===== config.mk =====
export PLATFORM = sky130hd
export DESIGN_NAME = seven_segment_scan_controller
export DESIGN_NICKNAME = d
export VERILOG_FILES = /design/src/rtl/seven_segment_scan_controller.sv
export SDC_FILE = /design/constraint.sdc
export NUM_CORES = 1
export LEC_CHECK = 0
export CAP_MARGIN = 20
export CORE_UTILIZATION = 30
export DETAILED_ROUTE_END_ITERATION = 7
export PLACE_DENSITY = 0.51
export SYNTH_ARGS = -nofsm -noshare
export SYNTH_HDL_FRONTEND = slang
export SYNTH_SLANG_ARGS = --single-unit

===== constraint.sdc =====
create_clock -name clk -period 8 [get_ports clk]
set_clock_uncertainty 0.2 [all_clocks]
set_input_delay 0.8 -clock clk [delete_from_list [all_inputs] [get_ports clk]]
set_output_delay 0.8 -clock clk [all_outputs]
set_load 0.05 [all_outputs]

===== src/rtl/seven_segment_scan_controller.sv =====
// Time-multiplexed, double-buffered scan controller for a common-anode seven-segment display.
// Optional macro SEG_SCAN_LEADING_ZERO_BLANK_EN blanks leading zero digits (digit 0 always shown).
module seven_segment_scan_controller #(
  parameter int DIGITS       = 4,
  parameter int PRESCALE     = 1000,
  parameter int BLANK_CYCLES = 16,
  localparam int IDX_W       = (DIGITS > 1) ? $clog2(DIGITS) : 1
) (
  input  logic                  clk,
  input  logic                  rst,
  input  logic                  load_valid,
  output logic                  load_ready,
  input  logic [4*DIGITS-1:0]   load_data,
  input  logic [DIGITS-1:0]     load_dp,
  output logic [6:0]            seg_n,
  output logic                  dp_n,
  output logic [DIGITS-1:0]     an_n,
  output logic [IDX_W-1:0]      scan_idx,
  output logic                  frame_done
);

  localparam int CNT_W = (PRESCALE > 1) ? $clog2(PRESCALE) : 1;
  localparam logic [CNT_W-1:0] CNT_MAX   = CNT_W'(PRESCALE - 1);
  localparam logic [CNT_W-1:0] CNT_BLANK = CNT_W'(BLANK_CYCLES);
  localparam logic [IDX_W-1:0] IDX_MAX   = IDX_W'(DIGITS - 1);

  // state    | meaning
  // ST_BLANK | guard interval at slot start, all anodes and segments off
  // ST_DRIVE | anode scan_idx on, segments decoded from the display register
  typedef enum logic {ST_BLANK, ST_DRIVE} state_t;

  state_t                 state, state_next;
  logic [CNT_W-1:0]       cnt, cnt_next;
  logic [IDX_W-1:0]       idx, idx_next;
  logic [DIGITS-1:0][3:0] disp_nib, disp_nib_next, pend_nib;
  logic [DIGITS-1:0]      disp_dp, disp_dp_next, pend_dp;
  logic [DIGITS-1:0]      lz_blank;
  logic                   pending_full, slot_end, frame_end, commit;
  logic [DIGITS-1:0]      an_n_next;
  logic [6:0]             seg_n_next;
  logic                   dp_n_next, frame_done_next;

  function automatic logic [6:0] decode(input logic [3:0] h);
    case (h)
      4'h0:    decode = 7'b1000000;
      4'h1:    decode = 7'b1111001;
      4'h2:    decode = 7'b0100100;
      4'h3:    decode = 7'b0110000;
      4'h4:    decode = 7'b0011001;
      4'h5:    decode = 7'b0010010;
      4'h6:    decode = 7'b0000010;
      4'h7:    decode = 7'b1111000;
      4'h8:    decode = 7'b0000000;
      4'h9:    decode = 7'b0010000;
      4'hA:    decode = 7'b0001000;
      4'hB:    decode = 7'b0000011;
      4'hC:    decode = 7'b1000110;
      4'hD:    decode = 7'b0100001;
      4'hE:    decode = 7'b0000110;
      default: decode = 7'b0001110;
    endcase
  endfunction

`ifdef SEG_SCAN_LEADING_ZERO_BLANK_EN
  always_comb begin : lz_scan
    logic run;
    run      = 1'b1;
    lz_blank = '0;
    for (int k = DIGITS - 1; k >= 1; k--) begin
      run         = run && (disp_nib_next[k] == 4'h0) && !disp_dp_next[k];
      lz_blank[k] = run;
    end
  end
`else
  assign lz_blank = '0;
`endif

  // Outputs are registered, so they are computed from next-cycle state and display contents.
  always_comb begin
    slot_end  = (cnt == CNT_MAX);
    frame_end = slot_end && (idx == IDX_MAX);
    commit    = frame_end && pending_full;

    cnt_next = slot_end ? '0 : cnt + 1'b1;
    idx_next = idx;
    if (slot_end) idx_next = (idx == IDX_MAX) ? '0 : idx + 1'b1;

    state_next = state;
    case (state)
      ST_BLANK: if (cnt_next >= CNT_BLANK) state_next = ST_DRIVE;
      ST_DRIVE: if (slot_end && (CNT_BLANK != '0)) state_next = ST_BLANK;
      default:  state_next = ST_BLANK;
    endcase

    disp_nib_next = commit ? pend_nib : disp_nib;
    disp_dp_next  = commit ? pend_dp  : disp_dp;

    an_n_next  = '1;
    seg_n_next = '1;
    dp_n_next  = 1'b1;
    if (state_next == ST_DRIVE) begin
      an_n_next[idx_next] = 1'b0;
      dp_n_next           = !disp_dp_next[idx_next];
      if (!lz_blank[idx_next]) seg_n_next = decode(disp_nib_next[idx_next]);
    end
    frame_done_next = (idx_next == IDX_MAX) && (cnt_next == CNT_MAX);
  end

  always_ff @(posedge clk) begin
    if (rst) state <= ST_BLANK;
    else     state <= state_next;
  end

  always_ff @(posedge clk) begin
    if (rst) begin
      cnt          <= '0;
      idx          <= '0;
      disp_nib     <= '0;
      disp_dp      <= '0;
      pend_nib     <= '0;
      pend_dp      <= '0;
      pending_full <= 1'b0;
      an_n         <= '1;
      seg_n        <= '1;
      dp_n         <= 1'b1;
      frame_done   <= 1'b0;
    end else begin
      cnt        <= cnt_next;
      idx        <= idx_next;
      disp_nib   <= disp_nib_next;
      disp_dp    <= disp_dp_next;
      an_n       <= an_n_next;
      seg_n      <= seg_n_next;
      dp_n       <= dp_n_next;
      frame_done <= frame_done_next;
      // A load offered on the commit cycle only lands in pending when it was empty.
      if (commit) begin
        pending_full <= 1'b0;
      end else if (load_valid && !pending_full) begin
        pend_nib     <= load_data;
        pend_dp      <= load_dp;
        pending_full <= 1'b1;
      end
    end
  end

  assign load_ready = !pending_full;
  assign scan_idx   = idx;

endmodule


==> reports/metrics.cfg, run 1 <==
[cts]
clkTransAtPathRegs_ns = 0.08
cts.sinks = 67
cts_resized = 0
clockBufferDepth = 2
htree_levels = 3
clockRootBuffer = clkbuf_8
cts_hold_repair.buffers = 0
tritoncts = yes
cts_buffers = 9
clkLatencyLatePin_ns = 0.34
post_cts_buffers = 0

[placed_design]
gp_congestion = 0.7888
portBuffers = 38
hpwl_um = 4219
placed_cell_area_um2 = 3324
post-place-ws_ns = 4.626

[critical_path]
endpoint_kind = register
crit_buf_inv = 2
timing.rr.start = scan_idx[0]
reg2reg_slack_ns = 4.62
path_cells = ha_1 > and2_0 > and4_4 > mux2i_1 > o22ai_1 > or3_4 > inv_1 > ha_1 > inv_1 > mux2i_1 > mux2_2 > nand2_1
max_stage_delay_ns = 0.54
cp.required_ns = 8.09
startpoint_type = register
r2r.worst_path.cells = 12
cp_max_fo = 21
crit_family = simple AND/OR/NAND/NOR gates
crit_type = reg2reg
worstPathArrival_ns = 3.47
critical_path.startpoint = scan_idx[0]
reg2reg_to = seg_n[3]
slowest_stage = dfxtp_1

[worst_hold_path]
min_from = pend_nib[11]
min_to = pend_nib[11]
hold_class = reg2reg
hold_path_depth = 2

[detailed_routing]
drtPass1Iterations = 4
wl_um = 5948
wire_per_inst_um = 12.42
vias = 2191
drcViolationCount = 0
via_per_inst = 4.574
drtIter0Drc = 59
antenna_left = 0

[logic_synthesis]
yosysUniqueCellTypes = 53
synth.cells.most_frequent = 67 x dfxtp_1, 56 x nand2_1, 36 x nor2_1, 24 x mux2i_1, 23 x a21oi_1
synth_top_area_share_pct = 46.33
yosysTopAreaCell = dfxtp_1
synthFlopType = dfxtp_1
netlist_area_um2 = 2895
synth_edf_count = 0
synthTopCellsByArea = dfxtp_1 46%, mux2i_1 8.3%, nand2_1 7.3%
postSynthAreaPerCell_um2 = 9.250
ys_warn_count = 0
syn_inst = 313
yosysSeqAreaShare_pct = 46.33
yosys_register_bits = 67
synth_most_common_cell = dfxtp_1
synth_fp_nets = 344
synthArstFlopShare_pct = 0

[floorplan]
coreArea_um2 = 9284
ios = 39
core.rowCount = 35
die_h_um = 100.2
fp.dieW_um = 100.2
initial_core_util_pct = 31.19
die_area_um2 = 10050

[finish]
design_area_um2 = 3565
drive_gt1_share_pct = 10.57
area_delta_synth_final_pct = 23.12
layout.nets = 376
antenna_cells = 0

[power_and_ir_drop]
power_uw = 716.8
leakage_nw = 1.263
ir_drop_uv = 88.37
power_density_nw_per_um2 = 201.1

[sta]
tns_ns = 0
finalHoldViolCount = 0
rsz0062_at_grt = false
max_freq_mhz = 295.9
setup_ws_ns = 4.620
whs_ns = 0.2581
final.min_clock_period_ns = 3.380
worst_pin_slew_ns = 0.9930
relSlewSlack_pct = 33.80
finalSetupViolCount = 0
period_share_pct = 42.25
final_max_slew_viol_count = 0

[status]
status = finished, final reports clean

[global_route]
grt_max_degree = 55
grt_pass1_wl_um = 9929
grt.total_usage_pct = 12.84
grt_remaining_overflow = 0
grt_pass1_vias = 2043
antenna_found_initial = 0

[job]
drv_cap = 0

worst reg2reg max path, stage by stage (launching register included):
cell	delay, ns
dfxtp_1	0.54
ha_1	0.29
and2_0	0.15
and4_4	0.49
mux2i_1	0.33
o22ai_1	0.11
or3_4	0.42
inv_1	0.10
ha_1	0.23
inv_1	0.08
mux2i_1	0.07
mux2_2	0.26
nand2_1	0.06
sequential cells by signal, indices dropped and copies added (netlist names):
signal        flops
dp_n              1
state             1
cnt              10
an_n              4
seg_n             7
pend_nib         16
disp_nib         16
scan_idx          2
frame_done        1
disp_dp           4
pend_dp           4
pending_full      1
through the flow:
step           utilization, %  cells
4_1_cts                 38.40    479
3_5_place_dp            35.81    463
5_1_grt                 38.40    479
6_report                38.40    479
3_3_place_gp            35.81    463
2_1_floorplan               -    313
routing by layer:
layer,vias up,global-route usage [%],routed length (um)
li1,1137,-,-
met4,0,6.800,135
met2,49,18.70,2472
met1,993,17.32,3080
met3,12,3.343,260
met5,-,0,0
worst max-delay path by stage:
stage               endpoint  slack, ns  cells after the start
floorplan           seg_n[3]       4.52                     15
global placement    seg_n[3]       4.70                     12
detailed placement  seg_n[3]       4.63                     12
CTS                 seg_n[3]       4.61                     12
global route        seg_n[3]       4.38                     12
finish              seg_n[3]       4.62                     12
cells by family after synthesis:
| kind of cell | count (synthesis) | synth area share (%) |
|---|---|---|
| multiplexers | 27 | 10.24 |
| AO/OA/AOI/OAI | 47 | 11.45 |
| XOR/XNOR | 8 | 2.420 |
| flip-flops | 67 | 46.33 |
| adder cells (fa/ha/maj) | 8 | 3.457 |
| buffers and inverters | 27 | 5.142 |
| AND/OR/NAND/NOR | 129 | 20.96 |
layout make-up:
type / instances / area, um^2
clock inverter: 7 / 116.4
sequential: 67 / 1341
fill: 971 / 5719
clock buffer: 9 / 123.9
tap: 129 / 161.4
multi-input combinational: 219 / 1405
inverter: 9 / 33.78
timing repair buffer: 39 / 382.9
placed cells by master, fill, tap and decap left out, types with 2 or more instances in the layout:
| cell type | n |
|---|---|
| clkbuf_8 | 9 |
| nor3_1 | 6 |
| xor2_1 | 5 |
| ha_1 | 8 |
| clkinv_2 | 2 |
| a21oi_1 | 23 |
| nand3_1 | 6 |
| mux2i_4 | 2 |
| o221ai_1 | 3 |
| mux2i_1 | 24 |
| dfxtp_1 | 67 |
| clkdlybuf4s50_1 | 37 |
| o221ai_2 | 2 |
| o22ai_1 | 6 |
| a22oi_1 | 2 |
| inv_1 | 8 |
| bufinv_16 | 3 |
| and3_1 | 4 |
| xnor2_1 | 3 |
| or3_4 | 3 |
| nor2b_1 | 2 |
| nand2b_1 | 2 |
| nor2_1 | 36 |
| nand2_1 | 56 |
power by group:
| part | switching [mW] | leakage (nW) | internal, mW | total (mW) |
|---|---|---|---|---|
| registers | 0.00506 | 0.544 | 0.341 | 0.346 |
| logic | 0.0164 | 0.600 | 0.0157 | 0.0321 |
| clock network | 0.133 | 0.119 | 0.206 | 0.339 |
(Power assumes the default switching activity.)
==> run 2: changes to the inputs <==
--- a/config.mk
+++ b/config.mk
@@ -8,7 +8,7 @@
 export CAP_MARGIN = 20
 export CORE_UTILIZATION = 30
 export DETAILED_ROUTE_END_ITERATION = 7
-export PLACE_DENSITY = 0.51
+export PLACE_DENSITY = 0.53
 export SYNTH_ARGS = -nofsm -noshare
 export SYNTH_HDL_FRONTEND = slang
 export SYNTH_SLANG_ARGS = --single-unit
==> constraint.sdc (replaced) <==
create_clock -name clk -period 2.9 [get_ports clk]
set_clock_uncertainty 0.2 [all_clocks]
set_input_delay 0.29 -clock clk [delete_from_list [all_inputs] [get_ports clk]]
set_output_delay 0.29 -clock clk [all_outputs]
set_load 0.05 [all_outputs]
==> run 2 against run 1 <==
Against the previous run: count of clock-buffer cells in the layout is 3 higher; via count is 5.6% higher; highest routed layer unchanged; critical endpoint unchanged; sequential share of layout area is 2.3 points lower.
==> reports/metrics.cfg, run 2 (same netlist as run 1, synthesis figures left out) <==
[cts]
clockBufferDepth = 2  ; unchanged
cts_buffers = 9  ; unchanged
clkTransAtPathRegs_ns = 0.07  ; about the same
cts.sinks = 67  ; unchanged
tritoncts = yes
htree_levels = 3  ; unchanged
clkLatencyLatePin_ns = 0.35  ; about the same
clockRootBuffer = clkbuf_8
cts_hold_repair.buffers = 0  ; unchanged

[finish]
n_fill_cell = 962  ; -0.93%
antenna_cells = 0  ; unchanged
layout.nets = 400  ; +6.4%
utilization_pct = 41.25  ; +2.9 points
mostFrequentLayoutCells = 63 x dfxtp_1, 56 x nand2_1, 37 x clkdlybuf4s50_1
reg.largest.list = disp_nib (16), pend_nib (16), cnt (10)
layout_commonest_cell = dfxtp_1
drive_gt1_share_pct = 21.39  ; +11 points
area_delta_synth_final_pct = 32.28

[placed_design]
portBuffers = 38  ; unchanged
gp_congestion = 0.7938  ; +0.63%
hpwl_um = 4519  ; +7.1%

[sta]
period_share_pct = 97.10  ; +55 points
tns_ns = 0  ; unchanged
finalHoldViolCount = 0  ; unchanged
final_max_slew_viol_count = 0  ; unchanged
relSlewSlack_pct = 57.37  ; +24 points
finalSetupViolCount = 0  ; unchanged
max_freq_mhz = 355.1  ; +20%
worst_pin_slew_ns = 0.6379  ; -0.3551 ns
final.min_clock_period_ns = 2.816  ; -0.5638 ns
whs_ns = 0.2268  ; -0.03129 ns

[floorplan]
ios = 39  ; unchanged
fp.dieW_um = 100.2  ; unchanged
die_h_um = 100.2  ; unchanged
die_area_um2 = 10050  ; unchanged
core.rowCount = 35  ; unchanged
coreArea_um2 = 9284  ; unchanged
initial_core_util_pct = 31.19  ; unchanged

[global_route]
grt_remaining_overflow = 0  ; unchanged
grt_pass1_wl_um = 10350  ; +4.2%
antenna_found_initial = 0  ; unchanged
grt_pass1_vias = 2149  ; +5.2%
grt_max_degree = 32  ; -42%
grt.total_usage_pct = 13.61  ; +0.77 points

[detailed_routing]
drcViolationCount = 0  ; unchanged
drtPass1Iterations = 4  ; unchanged
antenna_left = 0  ; unchanged
wl_um = 6434  ; +8.2%
via_per_inst = 4.600  ; +0.57%
drtIter0Drc = 95  ; +61%
wire_per_inst_um = 12.79  ; +3.0%
vias = 2314  ; +5.6%

[critical_path]
cp_max_fo = 7  ; -67%
worstPathArrival_ns = 2.91  ; -0.56 ns
endpoint_kind = register
startpoint_type = register
crit_type = reg2reg
cp.required_ns = 2.99  ; -5.10 ns

[worst_hold_path]
hold_class = in2reg

[job]
drv_cap = 0  ; unchanged

[status]
status = finished, final reports clean

[power_and_ir_drop]
ir_drop_uv = 170.8  ; +93%
leakage_nw = 1.377  ; +9.0%
power_density_nw_per_um2 = 479.5  ; +140%

-- run 2: where the power goes --
group	total, mW	internal [mW]	switching (mW)
Combinational	0.0916	0.0463	0.0453
Sequential	0.955	0.939	0.0159
Clock	0.790	0.447	0.343
Total	1.84	1.43	0.404
-- run 2: what timing repair did --
| item | in CTS | in global routing |
|---|---|---|
| gates cloned | 0 | 1 |
| setup endpoints to repair | 1 | 7 |
| resized for setup | 1 | 18 |
| pin swaps | 1 | 3 |
| buffers inserted | 0 | 8 |
-- run 2: critical path, cell delays in order, from the launching register on --
cell,delay [ns]
dfxtp_2,0.36
ha_4,0.14
and3_4,0.22
and4_4,0.37
mux2i_2,0.28
o22ai_1,0.11
or3_4,0.38
inv_4,0.09
ha_4,0.20
inv_2,0.05
mux2i_1,0.06
mux2_4,0.26
nand2_1,0.06
-- run 2: through the flow --
step	power [mW]	instances	worst slack, ns	area, um^2
2_1_floorplan	1.017	313	-0.07116	2944
3_3_place_gp	1.065	478	0.05787	3482
3_5_place_dp	1.066	478	-0.01923	3482
4_1_cts	1.858	494	0.01119	3687
5_1_grt	1.925	503	-0.03255	3830
6_report	1.836	503	0.08414	3830
-- run 2: per-layer routing --
| layer | vias up | wire, um | GRT usage [%] |
|---|---|---|---|
| li1 | 1190 | - | - |
| met1 | 1064 | 3089 | 17.63 |
| met2 | 45 | 2887 | 19.92 |
| met3 | 15 | 251 | 4.666 |
| met4 | 0 | 206 | 7.135 |
| met5 | - | 0 | 0 |
-- run 2: final cells by class --
class	instances	area, um^2	share of cell area [%]
multi-input combinational	220	1518	39.63
timing repair buffer	62	559.3	14.60
sequential	67	1351	35.28
tap	129	161.4	4.214
clock inverter	4	47.55	1.241
clock buffer	12	156.4	4.084
inverter	9	36.28	0.9474
-- run 2: final timing paths --
| check | startpoint | to | slack (ns) | cells past startpoint |
|---|---|---|---|---|
| setup / recovery | cnt[1] | seg_n[3] | 0.08 | 12 |
| hold / removal | rst | cnt[4] | 0.23 | 2 |
| setup reg to reg | cnt[1] | seg_n[3] | 0.08 | 12 |
| hold reg to reg | pend_dp[2] | pend_dp[2] | 0.26 | 2 |
